[config.mk]
export PLATFORM = sky130hd
export DESIGN_NAME = button_processor_flat
export DESIGN_NICKNAME = d
export VERILOG_FILES = /design/src/rtl/button_processor_pkg.sv /design/src/rtl/button_processor_if.sv /design/src/rtl/button_processor_channel.sv /design/src/rtl/button_processor.sv /design/src/flat_wrapper.sv
export SDC_FILE = /design/constraint.sdc
export NUM_CORES = 1
export LEC_CHECK = 0
export CAP_MARGIN = 20
export CORE_ASPECT_RATIO = 0.7
export CORE_UTILIZATION = 45
export CTS_BUF_LIST = sky130_fd_sc_hd__clkbuf_4 sky130_fd_sc_hd__clkbuf_8
export CTS_CLUSTER_SIZE = 8
export DETAILED_ROUTE_END_ITERATION = 8
export HOLD_SLACK_MARGIN = 0.02
export PLACE_DENSITY = 0.68
export SYNTH_ARGS = -nofsm -noshare
export SYNTH_HDL_FRONTEND = slang
export SYNTH_SLANG_ARGS = --single-unit
[constraint.sdc]
create_clock -name clk -period 3.2 [get_ports clk]
set_clock_uncertainty 0.05 [all_clocks]
set_input_delay 0.64 -clock clk [delete_from_list [all_inputs] [get_ports clk]]
set_output_delay 0.64 -clock clk [all_outputs]
set_load 0.005 [all_outputs]
[src/rtl/button_processor_pkg.sv]
// Shared types, board defaults and elaboration-time helpers for the button
// processor and its per-channel slice.
package button_processor_pkg;

  // Defaults sized for a 50 MHz board clock: a 0.5 ms sample period and
  // 150 consecutive high samples give roughly 75 ms of debounce.
  localparam int DEFAULT_SAMPLE_COUNT_MAX = 25000;
  localparam int DEFAULT_PULSE_COUNT_MAX  = 150;
  localparam int DEFAULT_LONG_TICKS       = 1000;
  localparam int DEFAULT_REPEAT_TICKS     = 200;

  // Per-channel hold tracking: idle, held but not yet long, long (repeating).
  typedef enum logic [1:0] {
    IDLE = 2'd0,
    HELD = 2'd1,
    LONG = 2'd2
  } hold_state_t;

  // Number of bits needed to count 0..value-1.
  function automatic int clog2(input int value);
    int bits;
    bits = 0;
    while ((1 << bits) < value) bits++;
    return bits;
  endfunction

  function automatic int max_int(input int a, input int b);
    return (a > b) ? a : b;
  endfunction

endpackage

[src/rtl/button_processor_if.sv]
// Button bundle: raw inputs and repeat enables in, debounced level and event
// pulses out. The processor side uses the slave modport.
interface button_processor_if #(
  parameter int WIDTH = 1
);
  logic [WIDTH-1:0] in;
  logic [WIDTH-1:0] repeat_en;
  logic [WIDTH-1:0] pressed;
  logic [WIDTH-1:0] press_pulse;
  logic [WIDTH-1:0] release_pulse;
  logic [WIDTH-1:0] long_pulse;
  logic [WIDTH-1:0] repeat_pulse;

  modport master (
    output in, repeat_en,
    input  pressed, press_pulse, release_pulse, long_pulse, repeat_pulse
  );

  modport slave (
    input  in, repeat_en,
    output pressed, press_pulse, release_pulse, long_pulse, repeat_pulse
  );
endinterface

[src/rtl/button_processor_channel.sv]
// One button channel: 2-flop synchroniser, tick-sampled saturating debounce
// counter, registered level/edge outputs and the long-press/auto-repeat FSM.
module button_channel
  import button_processor_pkg::*;
#(
  parameter int PULSE_COUNT_MAX = DEFAULT_PULSE_COUNT_MAX,
  parameter int LONG_TICKS      = DEFAULT_LONG_TICKS,
  parameter int REPEAT_TICKS    = DEFAULT_REPEAT_TICKS
) (
  input  logic clk,
  input  logic rst_n,
  input  logic tick,
  input  logic in,
  input  logic repeat_en,
  output logic pressed,
  output logic press_pulse,
  output logic release_pulse,
  output logic long_pulse,
  output logic repeat_pulse
);

  localparam int DW = clog2(PULSE_COUNT_MAX + 1);
  localparam int HW = clog2(max_int(LONG_TICKS, REPEAT_TICKS) + 1);
  localparam logic [DW-1:0] DEB_MAX     = DW'(PULSE_COUNT_MAX);
  localparam logic [HW-1:0] LONG_LAST   = HW'(LONG_TICKS - 1);
  localparam logic [HW-1:0] REPEAT_LAST = HW'(REPEAT_TICKS - 1);

  logic          sync_meta;
  logic          sync_in;
  logic [DW-1:0] deb_cnt;
  logic          deb;
  logic          deb_rise;
  logic          hold_tick;
  logic [HW-1:0] hold_cnt;
  hold_state_t   state;

  // Two-flop synchroniser for the asynchronous button input.
  // NOTE: every clocked block uses non-blocking assignments so flops sample
  // pre-edge values regardless of evaluation order.
  always_ff @(posedge clk or negedge rst_n) begin
    if (!rst_n) begin
      sync_meta <= 1'b0;
      sync_in   <= 1'b0;
    end else begin
      sync_meta <= in;
      sync_in   <= sync_meta;
    end
  end

  // Debounce: count consecutive high samples, saturate, clear on a low sample.
  always_ff @(posedge clk or negedge rst_n) begin
    if (!rst_n) begin
      deb_cnt <= '0;
    end else if (tick) begin
      if (!sync_in)             deb_cnt <= '0;
      else if (deb_cnt != DEB_MAX) deb_cnt <= deb_cnt + 1'b1;
    end
  end

  assign deb      = (deb_cnt == DEB_MAX);
  assign deb_rise = deb & ~pressed;
  // A tick that samples the button low is the tick that releases it, so it
  // never advances the hold counter: release wins over a threshold.
  assign hold_tick = tick & sync_in;

  // Registered debounced level and its edge pulses.
  always_ff @(posedge clk or negedge rst_n) begin
    if (!rst_n) begin
      pressed       <= 1'b0;
      press_pulse   <= 1'b0;
      release_pulse <= 1'b0;
    end else begin
      pressed       <= deb;
      press_pulse   <= deb & ~pressed;
      release_pulse <= ~deb & pressed;
    end
  end

  // Hold FSM: time the hold in sample ticks, fire long then repeat pulses.
  always_ff @(posedge clk or negedge rst_n) begin
    if (!rst_n) begin
      state        <= IDLE;
      hold_cnt     <= '0;
      long_pulse   <= 1'b0;
      repeat_pulse <= 1'b0;
    end else begin
      // NOTE: pulse outputs default low every cycle so each lasts one clk.
      long_pulse   <= 1'b0;
      repeat_pulse <= 1'b0;
      if (!deb) begin
        state    <= IDLE;
        hold_cnt <= '0;
      end else begin
        case (state)
          IDLE: begin
            if (deb_rise) begin
              state    <= HELD;
              hold_cnt <= '0;
            end
          end
          HELD: begin
            if (hold_tick) begin
              if (hold_cnt == LONG_LAST) begin
                long_pulse <= 1'b1;
                hold_cnt   <= '0;
                state      <= LONG;
              end else begin
                hold_cnt <= hold_cnt + 1'b1;
              end
            end
          end
          LONG: begin
            if (hold_tick) begin
              if (hold_cnt == REPEAT_LAST) begin
                repeat_pulse <= repeat_en;
                hold_cnt     <= '0;
              end else begin
                hold_cnt <= hold_cnt + 1'b1;
              end
            end
          end
          default: begin
            state    <= IDLE;
            hold_cnt <= '0;
          end
        endcase
      end
    end
  end

endmodule

[src/rtl/button_processor.sv]
// Multi-channel button front end: one shared debounce sample-tick generator
// feeding WIDTH independent button channels.
module button_processor
  import button_processor_pkg::*;
#(
  parameter int WIDTH            = 1,
  parameter int SAMPLE_COUNT_MAX = DEFAULT_SAMPLE_COUNT_MAX,
  parameter int PULSE_COUNT_MAX  = DEFAULT_PULSE_COUNT_MAX,
  parameter int LONG_TICKS       = DEFAULT_LONG_TICKS,
  parameter int REPEAT_TICKS     = DEFAULT_REPEAT_TICKS
) (
  input logic                clk,
  input logic                rst_n,
  button_processor_if.slave  bus
);

  localparam int TW = clog2(SAMPLE_COUNT_MAX);
  localparam logic [TW-1:0] TICK_LAST = TW'(SAMPLE_COUNT_MAX - 1);

  logic [TW-1:0] tick_cnt;
  logic          tick;

  // Free-running sample counter, 0..SAMPLE_COUNT_MAX-1, wrapping.
  always_ff @(posedge clk or negedge rst_n) begin
    if (!rst_n)                 tick_cnt <= '0;
    else if (tick_cnt == TICK_LAST) tick_cnt <= '0;
    else                        tick_cnt <= tick_cnt + 1'b1;
  end

  assign tick = (tick_cnt == TICK_LAST);

  for (genvar i = 0; i < WIDTH; i++) begin : g_ch
    button_channel #(
      .PULSE_COUNT_MAX (PULSE_COUNT_MAX),
      .LONG_TICKS      (LONG_TICKS),
      .REPEAT_TICKS    (REPEAT_TICKS)
    ) u_channel (
      .clk           (clk),
      .rst_n         (rst_n),
      .tick          (tick),
      .in            (bus.in[i]),
      .repeat_en     (bus.repeat_en[i]),
      .pressed       (bus.pressed[i]),
      .press_pulse   (bus.press_pulse[i]),
      .release_pulse (bus.release_pulse[i]),
      .long_pulse    (bus.long_pulse[i]),
      .repeat_pulse  (bus.repeat_pulse[i])
    );
  end

endmodule

[src/flat_wrapper.sv]
// flat-port wrapper written by rule: the top's interface ports become plain ports
module button_processor_flat import button_processor_pkg::*;
#(
  parameter int WIDTH            = 1,
  parameter int SAMPLE_COUNT_MAX = DEFAULT_SAMPLE_COUNT_MAX,
  parameter int PULSE_COUNT_MAX  = DEFAULT_PULSE_COUNT_MAX,
  parameter int LONG_TICKS       = DEFAULT_LONG_TICKS,
  parameter int REPEAT_TICKS     = DEFAULT_REPEAT_TICKS
)
  (clk, rst_n, bus_in, bus_repeat_en, bus_pressed, bus_press_pulse, bus_release_pulse, bus_long_pulse, bus_repeat_pulse);
  button_processor_if #(.WIDTH(WIDTH)) bus_i ();
  input logic clk;
  input logic rst_n;
  input wire logic [$bits(bus_i.in)-1:0] bus_in;
  input wire logic [$bits(bus_i.repeat_en)-1:0] bus_repeat_en;
  output wire logic [$bits(bus_i.pressed)-1:0] bus_pressed;
  output wire logic [$bits(bus_i.press_pulse)-1:0] bus_press_pulse;
  output wire logic [$bits(bus_i.release_pulse)-1:0] bus_release_pulse;
  output wire logic [$bits(bus_i.long_pulse)-1:0] bus_long_pulse;
  output wire logic [$bits(bus_i.repeat_pulse)-1:0] bus_repeat_pulse;
  assign bus_i.in = bus_in;
  assign bus_i.repeat_en = bus_repeat_en;
  assign bus_pressed = bus_i.pressed;
  assign bus_press_pulse = bus_i.press_pulse;
  assign bus_release_pulse = bus_i.release_pulse;
  assign bus_long_pulse = bus_i.long_pulse;
  assign bus_repeat_pulse = bus_i.repeat_pulse;
  button_processor #(.WIDTH(WIDTH), .SAMPLE_COUNT_MAX(SAMPLE_COUNT_MAX), .PULSE_COUNT_MAX(PULSE_COUNT_MAX), .LONG_TICKS(LONG_TICKS), .REPEAT_TICKS(REPEAT_TICKS)) u_core (.clk(clk), .rst_n(rst_n), .bus(bus_i));
endmodule
Yosys cells after proc, flatten, opt, wreduce, memory -nomap -nowiden

Index checks and enable logic that the tools add are counted.

Add/subtract/negate cells: 3
Equality and inequality tests: 13
Muxes and demuxes: 23
Bitwise operators: 5
Reduce and logical (&&, ||, !) cells: 4

Operators with widths:

| kind                    | count |
|---|---|
| $mux W10                | 6 |
| $pmux W10 S3            | 1 |
| $mux W8                 | 2 |
| $add A15 B1 Y15 const B | 1 |
| $eq A15 B15 Y1 const B  | 1 |
| $mux W15                | 1 |
| $ne A3 B3 Y1 const B    | 4 |
| $add A10 B1 Y10 const B | 1 |
| $eq A10 B10 Y1 const B  | 1 |
| $eq A10 B8 Y1 const B   | 1 |
| $add A8 B1 Y8 const B   | 1 |
| $eq A8 B8 Y1 const B    | 1 |
| $mux W1                 | 8 |
| $mux W2                 | 4 |
| $ne A8 B8 Y1 const B    | 1 |
| $pmux W2 S3             | 1 |
| $reduce_and A4 Y1       | 1 |
| $and A1 B1 Y1           | 3 |
| $reduce_and A3 Y1       | 1 |
| $eq A2 B1 Y1 const B    | 1 |
| $eq A2 B2 Y1 const B    | 1 |
| $logic_not A2 Y1        | 1 |
| $ne A2 B1 Y1 const B    | 1 |
| $ne A2 B2 Y1 const B    | 1 |
| other kinds (2)         | 3 |

Bits in registers: 42
Bits of input ports: 4
Output and inout port bits: 5
Word-level logic and storage cells: 59

Depth between registers and ports, before layout

Gate-level depths: netlist of the first run.

Depth in word-level cells: 5
Mapped depth: 8
Depth with buffers taken out: 8

Modules after synthesis

From an unflattened synthesis of the first run, not the netlist that was laid out.

Cell total of the unflattened synthesis: 227
Area total of the unflattened synthesis: 2,282.2 µm²

By module, submodules not included:

| module           | instances | cells each | area each (µm²) | seq. area each (µm²) |
|---|---|---|---|---|
| button_channel   | 1         | 152        | 1,497.7         | 675.6 |
| button_processor | 1         | 75         | 784.5           | 375.4 |

Worst setup path after synthesis of the first run

OpenSTA, ideal clock, no wires.

Path type: reg-to-reg
From: register u_core.tick_cnt[11]
To: register u_core.g_ch[0].u_channel.hold_cnt[5]
Setup time: 0.126 ns
Arrival: 2.066 ns
Required time: 3.024 ns
Slack: 0.958 ns
Stages on the path, launching flop included: 5
Path buffers: 0
Clock period less this slack: 2.242 ns
Path through: dfrtp_1 or4b_4 or4_4 o21a_4 a221o_1

Longest elaborated chain between the ends: 4
Elaborated cells between the ends (all ways): 5
Classes of those cells: 3 x eq/ne; 1 x bitwise; 1 x reduce/logical

RTL lines:

| what                                   | RTL line                        | RTL |
|---|---|---|
| from (decl)                            | button_processor.sv:20          | `logic [TW-1:0] tick_cnt;` |
| from (signal assigned)                 | button_processor.sv:27          | `else tick_cnt <= tick_cnt + 1'b1;` |
| $eq A15 B15 Y1 (*)                     | button_processor.sv:30          | `assign tick = (tick_cnt == TICK_LAST);` |
| $and A1 B1 Y1 (*)                      | button_processor_channel.sv:64  | `assign hold_tick = tick & sync_in;` |
| $ne A3 B3 Y1 (no source line)          | -                               |  |
| $reduce_and A3 Y1 (no source line) (*) | -                               |  |
| to (signal assigned)                   | button_processor_channel.sv:108 | `hold_cnt <= hold_cnt + 1'b1;` |
| to (signal assigned)                   | button_processor_channel.sv:118 | `hold_cnt <= hold_cnt + 1'b1;` |
| to (decl)                              | button_processor_channel.sv:34  | `logic [HW-1:0] hold_cnt;` |

Mark *: on every way between the ends. The rest lies on a longest branch, timed or not.
A chain may end at the register's enable or synchronous reset.

Worst setup path after layout of the first run

From: register u_core.tick_cnt[11]
To: register u_core.g_ch[0].u_channel.hold_cnt[4]

The elaborated chain is that of the path after synthesis.

==> results of run 1 <==
==> worst max-delay path, delay by kind of cell (launching register included) <==
kind | cells | cell delay (ns)
AND/OR/NAND/NOR | 2 | 1.13
AO/OA/AOI/OAI | 3 | 0.65
flip-flops | 1 | 0.42
==> state kept, by name (all words and copies together), names as in the netlist, 2 cells and up <==
| name | cells |
|---|---|
| u_core.g_ch.u_channel.deb_cnt | 8 |
| u_core.g_ch.u_channel.hold_cnt | 10 |
| u_core.g_ch.u_channel.state | 2 |
| u_core.tick_cnt | 15 |
==> stage by stage <==
| stage | power, µW | std cells | worst slack, ns |
|---|---|---|---|
| 2_1_floorplan | 546 | 216 | 0.958 |
| 3_3_place_gp | 560 | 277 | 0.871 |
| 3_5_place_dp | 560 | 277 | 0.851 |
| 4_1_cts | 916 | 285 | 0.845 |
| 5_1_grt | 941 | 285 | 0.729 |
| 6_report | 901 | 285 | 0.850 |
==> path summary, 6_finish.rpt <==
kind / startpoint / to / slack, ns / cells after the start
setup / recovery: u_core.tick_cnt[11]$_DFF_PN0_ / u_core.g_ch[0].u_channel.hold_cnt[4]$_DFFE_PN0P_ / 0.85 / 5
hold reg to reg: u_core.g_ch[0].u_channel.sync_meta$_DFF_PN0_ / u_core.g_ch[0].u_channel.sync_in$_DFF_PN0_ / 0.30 / 0
min in group asynchronous: rst_n / u_core.tick_cnt[0]$_DFF_PN0_ / 0.43 / 1
hold / removal: u_core.g_ch[0].u_channel.sync_meta$_DFF_PN0_ / u_core.g_ch[0].u_channel.sync_in$_DFF_PN0_ / 0.30 / 0
max in group asynchronous: rst_n / u_core.g_ch[0].u_channel.hold_cnt[8]$_DFFE_PN0P_ / 2.09 / 1
setup reg to reg: u_core.tick_cnt[11]$_DFF_PN0_ / u_core.g_ch[0].u_channel.hold_cnt[4]$_DFFE_PN0P_ / 0.85 / 5
==> routing by layer <==
| metal | vias to the layer above | part of all wire [%] | GRT usage, % |
|---|---|---|---|
| met5 | - | 0 | 0 |
| met4 | 0 | 0.45 | 5.00 |
| met3 | 2 | 3.5 | 4.97 |
| met2 | 23 | 39 | 25.1 |
| met1 | 790 | 57 | 28.1 |
| li1 | 817 | - | - |
==> logic make-up after synthesis <==
logic type      after synthesis
compound gates               46
xor+xnor                     12
fa+ha+maj                     8
buf+inv                       8
flops                        42
simple gates                100
==> final cells by class <==
cell class	count	area share, %
clock buffers	7	3.72
clock inverters	1	0.207
inverters	5	0.776
multi-input cells	166	45.6
flip-flops and latches	42	43.4
well taps	55	2.84
repair buffers	9	3.41
==> cell usage in the layout, fill, tap and decap left out, types with 2 or more instances in the layout <==
| cell | instances |
|---|---|
| nor2b_1 | 4 |
| nor2_1 | 13 |
| and4_1 | 4 |
| xnor2_1 | 7 |
| ha_1 | 8 |
| clkdlybuf4s50_1 | 7 |
| inv_1 | 4 |
| xor2_1 | 5 |
| and4b_1 | 2 |
| a21oi_1 | 4 |
| o21ai_0 | 12 |
| or3_1 | 2 |
| or4bb_1 | 2 |
| o31ai_1 | 5 |
| or2_2 | 2 |
| nor4b_1 | 3 |
| nand3_1 | 13 |
| nor3_1 | 3 |
| and2_1 | 4 |
| nand4_1 | 4 |
| a22o_1 | 8 |
| nand2_1 | 29 |
| clkbuf_8 | 6 |
| o21ai_1 | 4 |
| dfrtp_1 | 42 |
| and3_1 | 6 |
==> report_power, final <==
group / switching (µW) / total, µW / internal [µW]
Combinational: 11.3 / 14.8 / 3.49
Sequential: 2.18 / 534 / 532
Clock: 170 / 352 / 182
==> results.sh, run 1 <==
export IMPL_syn_avg_cell_area_um2=10.1
export IMPL_die_x_um=85.3
export IMPL_synth_cells=216
export IMPL_leakagePower_uw=0.00105
export IMPL_via_per_inst=5.73
export IMPL_clock_sinks=42
export IMPL_fin_setup_tns_ns=0
export IMPL_required_ns=3.33
export IMPL_worstSetupPathType="register to register"
export IMPL_powerDensity_nw_per_um2=372
export IMPL_syn_to_final_growth_pct=10.8
export IMPL_crit_fanout=6
export IMPL_remaining_drc_errors=0
export IMPL_fin_area_um2=2420
export IMPL_antenna_found_initial=0
export IMPL_synth_top_family_by_area="simple AND/OR/NAND/NOR gates"
export IMPL_final_setup_viol_count=0
export IMPL_multi_input_area_um2=1100
export IMPL_final_hold_viol_count=0
export IMPL_insertion_delay_ns=0.29
export IMPL_num_vias=1632
export IMPL_wire_per_inst_um=14.9
export IMPL_yosys_warnings=0
export IMPL_synth_xor_area_share_pct=4.81
export IMPL_synth_seq_cells=42
export IMPL_slowest_delay_ns=0.58
export IMPL_grt_pass1_wl_um=7220
export IMPL_slowest_stage="or4_4"
export IMPL_crit_chain="or4b_4 > or4_4 > o21ai_2 > o21ai_0 > a22o_1"
export IMPL_status="complete, no violations"
export IMPL_cts_resized=0
export IMPL_ios=9
export IMPL_ys_top_cells_by_area="dfrtp_1 48%, nand2_1 5.0%, ha_1 4.6%, a22o_1 3.2%, nand3_1 3.0%"
export IMPL_cts_root_buf="clkbuf_8"
export IMPL_grt_use_total_pct=18.4
export IMPL_first_pass_iters=4
export IMPL_die_h_um=60.3
export IMPL_grt_pass1_vias=1522
export IMPL_finalCriticalPeriod_ns=2.35
export IMPL_max_freq_ghz=0.426
export IMPL_yosys_area_share_simple_pct=25.9
export IMPL_dieArea_um2=5140
export IMPL_muxShareOfSynthArea_pct=0
export IMPL_rows=20
export IMPL_ys_top_cells_by_count="42 x dfrtp_1, 29 x nand2_1, 13 x nand3_1, 13 x nor2_1, 12 x o21ai_0"
export IMPL_fin_util_pct=53.7
export IMPL_synth_edf_count=0
export IMPL_timing_max_cap_violations=0
export IMPL_synth_compound_area_share_pct=15.2
export IMPL_cp_end_kind="register"
export IMPL_place_hpwl_um=3040
export IMPL_drtIter0Drc=87
export IMPL_seq_area_frac_synth_pct=48.1
export IMPL_worst_pin_slew_ns=0.921
export IMPL_seqCellArea_um2=1050
export IMPL_ctsHoldBuffers=0
export IMPL_ir_drop_v=0.000156
export IMPL_cts_made_buffers=5
export IMPL_start_kind="register"
export IMPL_synth_flop_cell="dfrtp_1"
export IMPL_drive_gt1_share_pct=8.70
export IMPL_ant_nets=0
export IMPL_start_util_pct=48.5
export IMPL_cts_tree="done"
export IMPL_slew_violations=0
export IMPL_rsz0062_at_grt="false"
export IMPL_yosys_area_top_type="dfrtp_1"
export IMPL_yosysUniqueCellTypes=48
export IMPL_path_clk_slew_ns=0.07
export IMPL_dpl_cell_area_um2=2320
export IMPL_mappedNetlistArea_um2=2180
export IMPL_synthAdderAreaFrac_pct=4.58
export IMPL_hold_class="register to register"
export IMPL_slew_headroom_pct=38.6
export IMPL_wl_um=4240
export IMPL_arrival_ns=2.48
export IMPL_cts_buffer_depth=2
export IMPL_ys_async_sr_fraction_pct=100
export IMPL_syn_nets=228
export IMPL_finalCritPeriodShare_pct=73.4
export IMPL_htreeDepth=2
export IMPL_core_area_um2=4500
export IMPL_post_cts_setup_buffer_count=0
export IMPL_gp_congestion=0.821
export IMPL_antennaDiodeCount=0
export IMPL_whs_ns=0.303
export IMPL_globalRoute_totalOverflow=0
export IMPL_n_fill_cell=430
export IMPL_synthMostInstantiatedCell="dfrtp_1"
export IMPL_fin_nets=241
export IMPL_grt_start_max_net_pins=43
export IMPL_numPortBuffers=8
export IMPL_synth_top_cell_area_share_pct=48.1
No activity file was read; power rests on OpenSTA's default activity.
==> run 2: changes to the inputs <==
Clock period 3.2 ns to 2.3 ns, I/O delays scaled along.
==> results.sh, run 2 (synthesis results as in run 1) <==
export IMPL_start_util_pct=48.5
export IMPL_use_met3_pct=4.56
export IMPL_r2r_cells=4
export IMPL_drtIter0Drc=171
export IMPL_antenna_found_initial=0
export IMPL_status="complete, no violations"
export IMPL_finalCritPeriodShare_pct=98.8
export IMPL_cts_buffer_depth=2
export IMPL_fin_area_um2=2590
export IMPL_worst_pin_slew_ns=0.542
export IMPL_syn_to_final_growth_pct=18.7
export IMPL_grt_pass1_wl_um=7940
export IMPL_final_setup_viol_count=0
export IMPL_n_fill_cell=413
export IMPL_rsz0062_at_grt="true"
export IMPL_final_hold_viol_count=0
export IMPL_slew_violations=0
export IMPL_gp_congestion=0.800
export IMPL_dpl_cell_area_um2=2480
export IMPL_layout_common_cells="42 x dfrtp_1, 29 x nand2_1, 23 x buf_4, 13 x nand3_1, 13 x nor2_1"
export IMPL_ios=9
export IMPL_die_x_um=85.3
export IMPL_cts_root_buf="clkbuf_8"
export IMPL_largest_reg_flops=15
export IMPL_die_h_um=60.3
export IMPL_arrival_ns=2.40
export IMPL_regMostFlops="u_core.tick_cnt"
export IMPL_worstSetupPathType="register to register"
export IMPL_grt_pass1_vias=1602
export IMPL_path_clk_slew_ns=0.08
export IMPL_leakagePower_uw=0.00116
export IMPL_whs_ns=0.172
export IMPL_cts_made_buffers=5
export IMPL_first_pass_iters=4
export IMPL_setup_slack_ns=0.0265
export IMPL_fin_nets=263
export IMPL_max_freq_ghz=0.440
export IMPL_via_per_inst=5.62
export IMPL_antennaDiodeCount=0
export IMPL_num_vias=1725
export IMPL_powerDensity_nw_per_um2=494
export IMPL_slew_headroom_pct=63.9
export IMPL_htreeDepth=2
export IMPL_gr_usage_met1_pct=33.6
export IMPL_finalCriticalPeriod_ns=2.27
export IMPL_globalRoute_totalOverflow=0
export IMPL_fin_util_pct=57.6
export IMPL_rows=20
export IMPL_ir_drop_v=0.000252
export IMPL_met2_usage_pct=27.0
export IMPL_required_ns=2.42
export IMPL_place_hpwl_um=3340
export IMPL_numPortBuffers=8
export IMPL_wire_per_inst_um=15.1
export IMPL_ant_nets=0
export IMPL_pre_cts_ws_ns=0.00524
export IMPL_grt_use_total_pct=20.8
export IMPL_core_area_um2=4500
export IMPL_hold_class="primary input to asynchronous set/reset pin"
export IMPL_dieArea_um2=5140
export IMPL_crit_fanout=6
export IMPL_start_kind="register"
export IMPL_remaining_drc_errors=0
export IMPL_grt_busiest_layer="met1"
export IMPL_clock_sinks=42
export IMPL_cp_end_kind="register"
export IMPL_reg_top3="u_core.tick_cnt x15, u_core.g_ch.u_channel.hold_cnt x10, u_core.g_ch.u_channel.deb_cnt x8"
export IMPL_wl_um=4650
export IMPL_fin_setup_tns_ns=0
export IMPL_cts_tree="done"
export IMPL_timing_max_cap_violations=0
export IMPL_drive_gt1_share_pct=16.7
export IMPL_final_common_cell="dfrtp_1"
export IMPL_grt_start_max_net_pins=43
export IMPL_insertion_delay_ns=0.30
==> run 2: changes by cell type in the layout (fill, tap and decap cells not counted) <==
cell     delta
buf_4      +22
o21ai_0     -1
o21ai_1     +1
o21ai_2     -1
o21ai_4     +1
==> run 2: per-stage QoR <==
stage	std cells	power, µW
6_report	307	1280
4_1_cts	306	1290
2_1_floorplan	216	760
5_1_grt	307	1330
3_3_place_gp	298	782
3_5_place_dp	298	782
==> run 2: worst paths after layout <==
check / from / end / slack (ns)
setup reg to reg: u_core.tick_cnt[6]$_DFF_PN0_ / u_core.g_ch[0].u_channel.hold_cnt[5]$_DFFE_PN0P_ / 0.03
max in group asynchronous: rst_n / u_core.g_ch[0].u_channel.hold_cnt[5]$_DFFE_PN0P_ / 1.64
hold reg to reg: u_core.g_ch[0].u_channel.sync_meta$_DFF_PN0_ / u_core.g_ch[0].u_channel.sync_in$_DFF_PN0_ / 0.31
min in group clk: u_core.g_ch[0].u_channel.sync_meta$_DFF_PN0_ / u_core.g_ch[0].u_channel.sync_in$_DFF_PN0_ / 0.31
hold / removal: rst_n / u_core.tick_cnt[6]$_DFF_PN0_ / 0.17
setup / recovery: u_core.tick_cnt[6]$_DFF_PN0_ / u_core.g_ch[0].u_channel.hold_cnt[5]$_DFFE_PN0P_ / 0.03
==> run 2: final cells by class <==
| cell class | count | area (µm²) | area share (%) |
|---|---|---|---|
| Multi-Input combinational cell | 166 | 1110 | 42.9 |
| Sequential cell | 42 | 1050 | 40.5 |
| Timing Repair Buffer | 31 | 248 | 9.56 |
| Clock buffer | 7 | 90.1 | 3.47 |
| Tap cell | 55 | 68.8 | 2.65 |
| Inverter | 5 | 18.8 | 0.724 |
| Clock inverter | 1 | 5.00 | 0.193 |
==> run 2: timing repair <==
action,4_1_cts,5_1_grt
setup buffers,0,1
hold buffers,0,0
endpoints found under the setup margin,0,10
gates resized for setup,0,2
==> run 2: where the power goes <==
part           total, µW  switching (µW)  internal [µW]
sequential           740           0.872            739
combinational       26.5            19.4           7.12
clock                513             259            254
total               1280             279           1000
==> run 2: worst max-delay path: stages (launching register included) <==
cell     delay [ns]
dfrtp_1        0.42
or4bb_1        0.52
or4_4          0.60
o21a_4         0.25
a221o_1        0.31
==> run 2: metal layers <==
metal,up-vias,share of wire [%]
li1,863,-
met1,831,58
met2,27,38
met3,4,4.1
met4,0,0.77
met5,-,0
==> run 3: changes to the inputs <==
Settings changed: ABC_AREA from default to 1, CORE_MARGIN from default to 10.
==> results.sh, run 3 <==
export IMPL_via_per_inst=4.98
export IMPL_final_hold_viol_count=0
export IMPL_slowest_delay_ns=0.42
export IMPL_mappedNetlistArea_um2=2560
export IMPL_htreeDepth=2
export IMPL_ys_async_sr_fraction_pct=100
export IMPL_post_cts_setup_buffer_count=0
export IMPL_cts_tree="done"
export IMPL_reg_top3="u_core.tick_cnt x15, u_core.g_ch.u_channel.hold_cnt x10, u_core.g_ch.u_channel.deb_cnt x8"
export IMPL_max_freq_ghz=0.519
export IMPL_grt_use_total_pct=11.7
export IMPL_clockPowerShare_pct=43.8
export IMPL_synthMostInstantiatedCell="nand2_1"
export IMPL_globalRoute_totalOverflow=0
export IMPL_antenna_found_initial=0
export IMPL_rows=22
export IMPL_hold_class="register to register"
export IMPL_ios=9
export IMPL_synth_flop_cell="dfrtp_1"
export IMPL_intPower_uw=1080
export IMPL_ctsHoldBuffers=1
export IMPL_n_fill_cell=502
export IMPL_cts_buffer_depth=2
export IMPL_wl_um=5040
export IMPL_antennaDiodeCount=0
export IMPL_drive_gt1_share_pct=13.8
export IMPL_core_area_um2=5370
export IMPL_synth_top_cell_area_share_pct=41.1
export IMPL_cts_resized=0
export IMPL_ir_drop_v=0.000227
export IMPL_syn_nets=330
export IMPL_die_x_um=110
export IMPL_synth_edf_count=0
export IMPL_powerDensity_nw_per_um2=480
export IMPL_rsz0062_at_grt="false"
export IMPL_layout_common_cells="60 x nand2_1, 47 x inv_1, 42 x dfrtp_1, 34 x nor2_1, 28 x nand3_1"
export IMPL_syn_to_final_growth_pct=10.8
export IMPL_required_ns=2.42
export IMPL_clock_sinks=42
export IMPL_yosys_warnings=0
export IMPL_wire_per_inst_um=12.4
export IMPL_path_clk_slew_ns=0.08
export IMPL_dieArea_um2=9150
export IMPL_grt_pass1_vias=1904
export IMPL_ys_top_cells_by_count="60 x nand2_1, 47 x inv_1, 42 x dfrtp_1"
export IMPL_yosys_area_top_type="dfrtp_1"
export IMPL_crit_start="u_core.g_ch[0].u_channel.deb_cnt[0]$_DFFE_PN0P_"
export IMPL_start_kind="register"
export IMPL_num_vias=2023
export IMPL_finalCriticalPeriod_ns=1.93
export IMPL_grt_pass1_wl_um=8920
export IMPL_status="complete, no violations"
export IMPL_final_common_cell="nand2_1"
export IMPL_ys_top_cells_by_area="dfrtp_1 41%, nand2_1 8.8%, inv_1 6.9%, nand3_1 5.5%, nor2_1 5.0%"
export IMPL_seq_area_frac_synth_pct=41.1
export IMPL_cts_made_buffers=5
export IMPL_fin_setup_tns_ns=0
export IMPL_p_switching_uw=280
export IMPL_grt_start_max_net_pins=18
export IMPL_r2r_slack_ns=0.37
export IMPL_insertion_delay_ns=0.29
export IMPL_synth_seq_cells=42
export IMPL_largest_reg_flops=15
export IMPL_regMostFlops="u_core.tick_cnt"
export IMPL_remaining_drc_errors=0
export IMPL_numPortBuffers=8
export IMPL_netSwitchingFraction_pct=20.5
export IMPL_power_share_sequential_pct=54.4
export IMPL_slowest_stage="dfrtp_1"
export IMPL_crit_chain="inv_1 > ha_1 > nand3_4 > nor2_8 > inv_2 > nor2_1 > nor2_1 > inv_1 > nand2_1 > o21ai_0"
export IMPL_final_setup_viol_count=0
export IMPL_slew_headroom_pct=73.1
export IMPL_hold_start="u_core.g_ch[0].u_channel.sync_meta$_DFF_PN0_"
export IMPL_first_pass_iters=4
export IMPL_die_h_um=83.1
export IMPL_worst_pin_slew_ns=0.401
export IMPL_worstSetupPathType="register to register"
export IMPL_place_hpwl_um=3920
export IMPL_start_util_pct=47.7
export IMPL_power_uw=1360
export IMPL_finalCritPeriodShare_pct=83.8
export IMPL_drtIter0Drc=110
export IMPL_cpLargestDelayFamily="simple AND/OR/NAND/NOR gates"
export IMPL_reg2reg_from="u_core.g_ch[0].u_channel.deb_cnt[0]$_DFFE_PN0P_"
export IMPL_power_frac_comb_pct=1.8
export IMPL_cts_root_buf="clkbuf_8"
export IMPL_fin_nets=345
export IMPL_syn_avg_cell_area_um2=8.05
export IMPL_leakagePower_uw=0.00140
export IMPL_yosysUniqueCellTypes=32
export IMPL_timing_max_cap_violations=0
export IMPL_cp_end_kind="register"
export IMPL_critical_path_buf_inv_count=3
export IMPL_synth_cells=318
export IMPL_crit_fanout=10
export IMPL_slew_violations=0
export IMPL_ant_nets=0
export IMPL_gp_congestion=0.901
export IMPL_arrival_ns=2.05
run 3: cell count changes after synthesis, moves of 5 or more:
cell,before,now
inv_1,4,47
nand2_1,29,60
nor2_1,13,34
nand3_1,13,28
a22o_1,8,0
nor3_1,3,11
a21oi_1,4,10
and3_1,6,0
xnor2_1,7,1
xor2_1,5,11
o31ai_1,5,0
run 3: path summary, 6_finish.rpt:
path | to | depth (start not counted)
setup / recovery | u_core.g_ch[0].u_channel.deb_cnt[0]$_DFFE_PN0P_ | 10
hold / removal | u_core.g_ch[0].u_channel.sync_in$_DFF_PN0_ | 0
setup reg to reg | u_core.g_ch[0].u_channel.deb_cnt[0]$_DFFE_PN0P_ | 10
hold reg to reg | u_core.g_ch[0].u_channel.sync_in$_DFF_PN0_ | 0
max in group asynchronous | u_core.tick_cnt[1]$_DFF_PN0_ | 3
min in group asynchronous | u_core.g_ch[0].u_channel.repeat_pulse$_DFF_PN0_ | 2
run 3: logic make-up after synthesis:
family | synth area share, %
AND/OR/NAND/NOR | 33.8
buffers and inverters | 8.85
flip-flops | 41.1
AO/OA/AOI/OAI | 8.31
XOR/XNOR | 4.11
adder cells (fa/ha/maj) | 3.91
run 3: per-stage QoR:
stage	setup WS [ns]	cells	hold slack [ns]	utilization [%]	area, µm²
floorplan	0.695	318	0.114	-	2560
global placement	0.501	397	0.284	50.5	2710
detailed placement	0.407	397	0.289	50.5	2710
CTS	0.375	406	0.309	52.8	2840
global route	0.220	406	0.311	52.8	2840
finish	0.373	406	0.308	52.8	2840
run 3: routing by layer:
layer	vias to the layer above	wire length [µm]	track usage, %
met2	48	2010	15.7
met4	0	62	3.47
met1	918	2690	17.8
li1	1049	-	-
met3	8	278	2.93
met5	-	0	0
run 3: power by group through the flow:
| stage | Clock, µW | Combinational [µW] | Sequential (µW) |
|---|---|---|---|
| after floorplan | 0 | 1.03 | 756 |
| after global placement | 0 | 24.1 | 756 |
| after detailed placement | 0 | 24.1 | 756 |
| after CTS | 618 | 25.5 | 741 |
| after global routing | 651 | 27.8 | 742 |
| final | 597 | 24.1 | 741 |
run 3: final cells by class:
| type | instances | area [µm²] | share of cell area [%] |
|---|---|---|---|
| multi-input cells | 221 | 1280 | 45.2 |
| flip-flops and latches | 42 | 1050 | 37.1 |
| inverters | 51 | 191 | 6.75 |
| repair buffers | 12 | 108 | 3.79 |
| well taps | 72 | 90.1 | 3.18 |
| clock buffers | 6 | 76.3 | 2.69 |
| clock inverters | 2 | 37.5 | 1.32 |
==> RTL change 1: new RTL, settings of run 2 <==
`DEFAULT_LONG_TICKS`: 1000 -> 4000.
--- a/src/rtl/button_processor_pkg.sv
+++ b/src/rtl/button_processor_pkg.sv
@@ -8,3 +8,3 @@
   localparam int DEFAULT_PULSE_COUNT_MAX  = 150;
-  localparam int DEFAULT_LONG_TICKS       = 1000;
+  localparam int DEFAULT_LONG_TICKS       = 4000;
   localparam int DEFAULT_REPEAT_TICKS     = 200;
Behaviour: same outputs for any inputs over 10 cycles, from zero or initial values and one cycle with rst_n low; that may be too few to reach the edited logic, so the function may still have changed.
==> RTL change 1 against run 2 <==
Final area rose by 5.1%. Power grew 1.6%. Synthesized area increased by 7.0%. Setup slack improved by 0.025 ns. Worst hold slack got worse by 0.042 ns. Sequential cell count up 2. First-iteration DRC count grew 7.6%. Synthesized cell count rose by 10%. Routed wire length is 5.4% higher. Critical path type unchanged. Critical endpoint unchanged.
==> RTL change 1: results (changes against run 2) <==
Top Family by Delay on Critical Path - compound AO/OA/AOI/OAI gates
R2R Setup Slk - 0.05 ns (+0.02 ns)
Synth Area in Compound Gates - 16.4% (+1.2 points)
CP max stage delay - 0.53 ns (-0.07 ns)
Initial DRC count - 184 (+7.6%)
Metal3 WL - 238 um (+26%)
VDD IR max - 291 uV (+15%)
Slew margin rel. - 57.7% (-6.1 points)
First-pass GRT wire length - 8470 um (+6.7%)
Area of the multi-input gates - 1200 sq um (+7.8%)
FILL cells - 442 (+7.0%)
Invs w/o clock - 10 (+5)
Top cells by area, synth - dfrtp_1 (47%), nand2_1 (4.8%), ha_1 (4.3%)
Outcome - complete, no violations
Non-clk buf share - 7.71% (-1.8 points)
# Taps - 69 (+25%)
Reg2reg path depth - 5 (+1)
WL met2 - 1980 um (+13%)
CP Max Fanout - 7 (+1)
Vias in the first global route - 1,750 (+9.2%)
Final nets - 279 (+6.1%)
Post-synthesis adder-cell area fraction - 4.28% (-0.30 points)
Placed insts - 324 (+8.7%)
Multi-input comb cells - 180 (+8.4%)
Largest net degree at the start of global routing - 29 (-33%)
Layout cells sized above 1 - 19.0% (+2.4 points)
Routed WL - 4900 um (+5.4%)
Post-synthesis mux area share - 0.482% (+0.48 points)
Non-CTS buffers - 26 (-16%)
Largest registers - u_core.tick_cnt: 15 flops, u_core.g_ch.u_channel.hold_cnt: 12 flops, u_core.g_ch.u_channel.deb_cnt: 8 flops
Seq/Total Area, Yosys - 47.1% (-1.0 points)
Syn Nets - 250 (+9.6%)
Critical path origin - u_core.g_ch[0].u_channel.deb_cnt[5]
FF+latch count, synth - 44 (+4.8%)
Synth cell count leaders - dfrtp_1 (44), nand2_1 (30), nor2_1 (20)
Clock Network Area Fraction - 3.40% (-0.27 points)
Critical path arrival - 2.37 ns (-0.03 ns)
M1 WL - 2690 um (+0.34%)
Via density - 5.61 (-0.19%)
Seq_cells - 44 (+4.8%)
P_leak - 0.00119 uW (+2.1%)
Synth Area in XOR/XNOR - 4.49% (-0.32 points)
WL per Instance - 14.5 um (-4.0%)
-- RTL change 1: cell types whose count changed after synthesis, sizes merged, moves of 3 or more --
cell           run 2  this run
nand4              4         7
buf                0         4
nor2b              4         1
inv                4         9
nor2              14        21
o21ai             17        14
nand3b             0         3
nor3               3         6
-- RTL change 1: metal layers --
metal  global-route usage (%)  vias to the layer above
met5                        0                        -
met4                     3.63                        0
met3                     4.39                        0
met2                     26.9                       49
met1                     32.3                      903
li1                         -                      938
-- RTL change 1: through the flow --
stage,setup WS (ns),power [uW],instance area (sq um),TNS (ns)
2_1_floorplan,0.120,795,2340,0
3_3_place_gp,0.0607,819,2570,0
3_5_place_dp,0.00778,819,2570,0
4_1_cts,0.00341,1320,2670,0
5_1_grt,-0.0497,1360,2730,-0.145
6_report,0.0514,1300,2730,0
-- RTL change 1: power breakdown --
group,switching [uW],internal (uW),total (uW)
combinational,16.2,6.65,22.9
clock,259,240,499
sequential,4.38,774,779
==> RTL change 2: new RTL, flow settings as in run 2 <==
Without the edit above. The 3 states of `hold_state_t` get a one-hot encoding in 3 bits.
--- a/src/rtl/button_processor_pkg.sv
+++ b/src/rtl/button_processor_pkg.sv
@@ -12,6 +12,6 @@
   // Per-channel hold tracking: idle, held but not yet long, long (repeating).
-  typedef enum logic [1:0] {
-    IDLE = 2'd0,
-    HELD = 2'd1,
-    LONG = 2'd2
+  typedef enum logic [2:0] {
+    IDLE = 3'b001,
+    HELD = 3'b010,
+    LONG = 3'b100
   } hold_state_t;
Function: no difference found for any inputs over 10 cycles, from zero or initial values and one cycle with rst_n low; not proved beyond that.
==> RTL change 2 against run 2 <==
The run now ends with negative setup slack left. Highest routed layer unchanged. Setup slack worse by 0.042 ns. Power up 3.3%. Final area down 1.0%. Global-route usage down 1.1 points. Non-clock buffer count down 3. Routed wire length down 6.1%. Sequential cell count up 1. Via count down 2.2%. Sequential share of layout area up 1.4 points. Synthesized area down 0.34%.
==> RTL change 2: results (changes against run 2) <==
Top cells by area, synth - dfrtp_1 (48%), nand2_1 (4.7%), nand3_1 (3.0%)
Worst R2R End - u_core.g_ch[0].u_channel.state[2]
Placed insts - 295 (-1.0%)
Synth Area in XOR/XNOR - 4.43% (-0.39 points)
Final setup vio count - 2 (+2)
Failing checks - negative setup slack
Synth Area in Compound Gates - 13.7% (-1.5 points)
Via density - 5.53 (-1.6%)
First-pass GRT wire length - 7550 um (-4.9%)
CP Max Fanout - 3 (-3)
P_leak - 0.00109 uW (-5.8%)
Final worst setup slack - -0.0150 ns (-0.0415 ns)
Worst r2r src - u_core.tick_cnt[11]
Reg2reg path depth - 5 (+1)
Vias in the first global route - 1,546 (-3.5%)
Pwr/cell area - 515 nW/um^2 (+4.3%)
Post-synthesis mux area share - 0.920% (+0.92 points)
Max Freq - 432 MHz (-1.8%)
Cells after Synth - 220 (+1.9%)
Power Internal - 1050 uW (+5.0%)
Layout Utilization - 57.3% (-0.27 points)
DPL Wire Length - 3190 um (-4.6%)
Slew margin rel. - 58.2% (-5.6 points)
WL per Instance - 14.3 um (-5.5%)
Critical path arrival - 2.49 ns (+0.09 ns)
Slowest-stage cell, CP - or4b_4
Initial DRC count - 128 (-25%)
Combinational share of power - 1.9% (-0.2 points)
Fin Hold WS - 0.126 ns (-0.0468 ns)
FILL cells - 365 (-12%)
DP Area - 2440 sq um (-1.9%)
Pre-CTS setup slack - -0.0232 ns (-0.0284 ns)
Outcome - finished with violations
## RTL change 2: area by class of cell
class | count | area [sq um] | share of cell area, %
tap | 55 | 68.8 | 2.68
timing repair buffer | 28 | 225 | 8.78
inverter | 11 | 41.3 | 1.61
multi-input combinational | 160 | 1050 | 40.9
clock buffer | 8 | 104 | 4.05
sequential | 43 | 1080 | 42.0
## RTL change 2: metal layers
metal / vias up / track usage, % / share of wire [%] / wire [um]
li1: 854 / - / - / -
met5: - / 0 / 0 / 0
met1: 789 / 31.3 / 57 / 2480
met3: 5 / 4.70 / 4.7 / 207
met4: 0 / 6.54 / 1.1 / 48
met2: 39 / 25.5 / 37 / 1630
## RTL change 2: what timing repair did
item | CTS | global route
hold buffers | 0 | 0
gates resized for setup | 1 | 1
pin swaps | 1 | 0
setup buffers | 1 | 1
setup endpoints to repair | 3 | 12
cloned | 0 | 0
## RTL change 2: critical path, delay by kind of cell, from the launching register on
family	cells	cell delay, ns
and+or+nand+nor	4	1.70
DFF	1	0.38
AOI/OAI and AO/OA	1	0.12
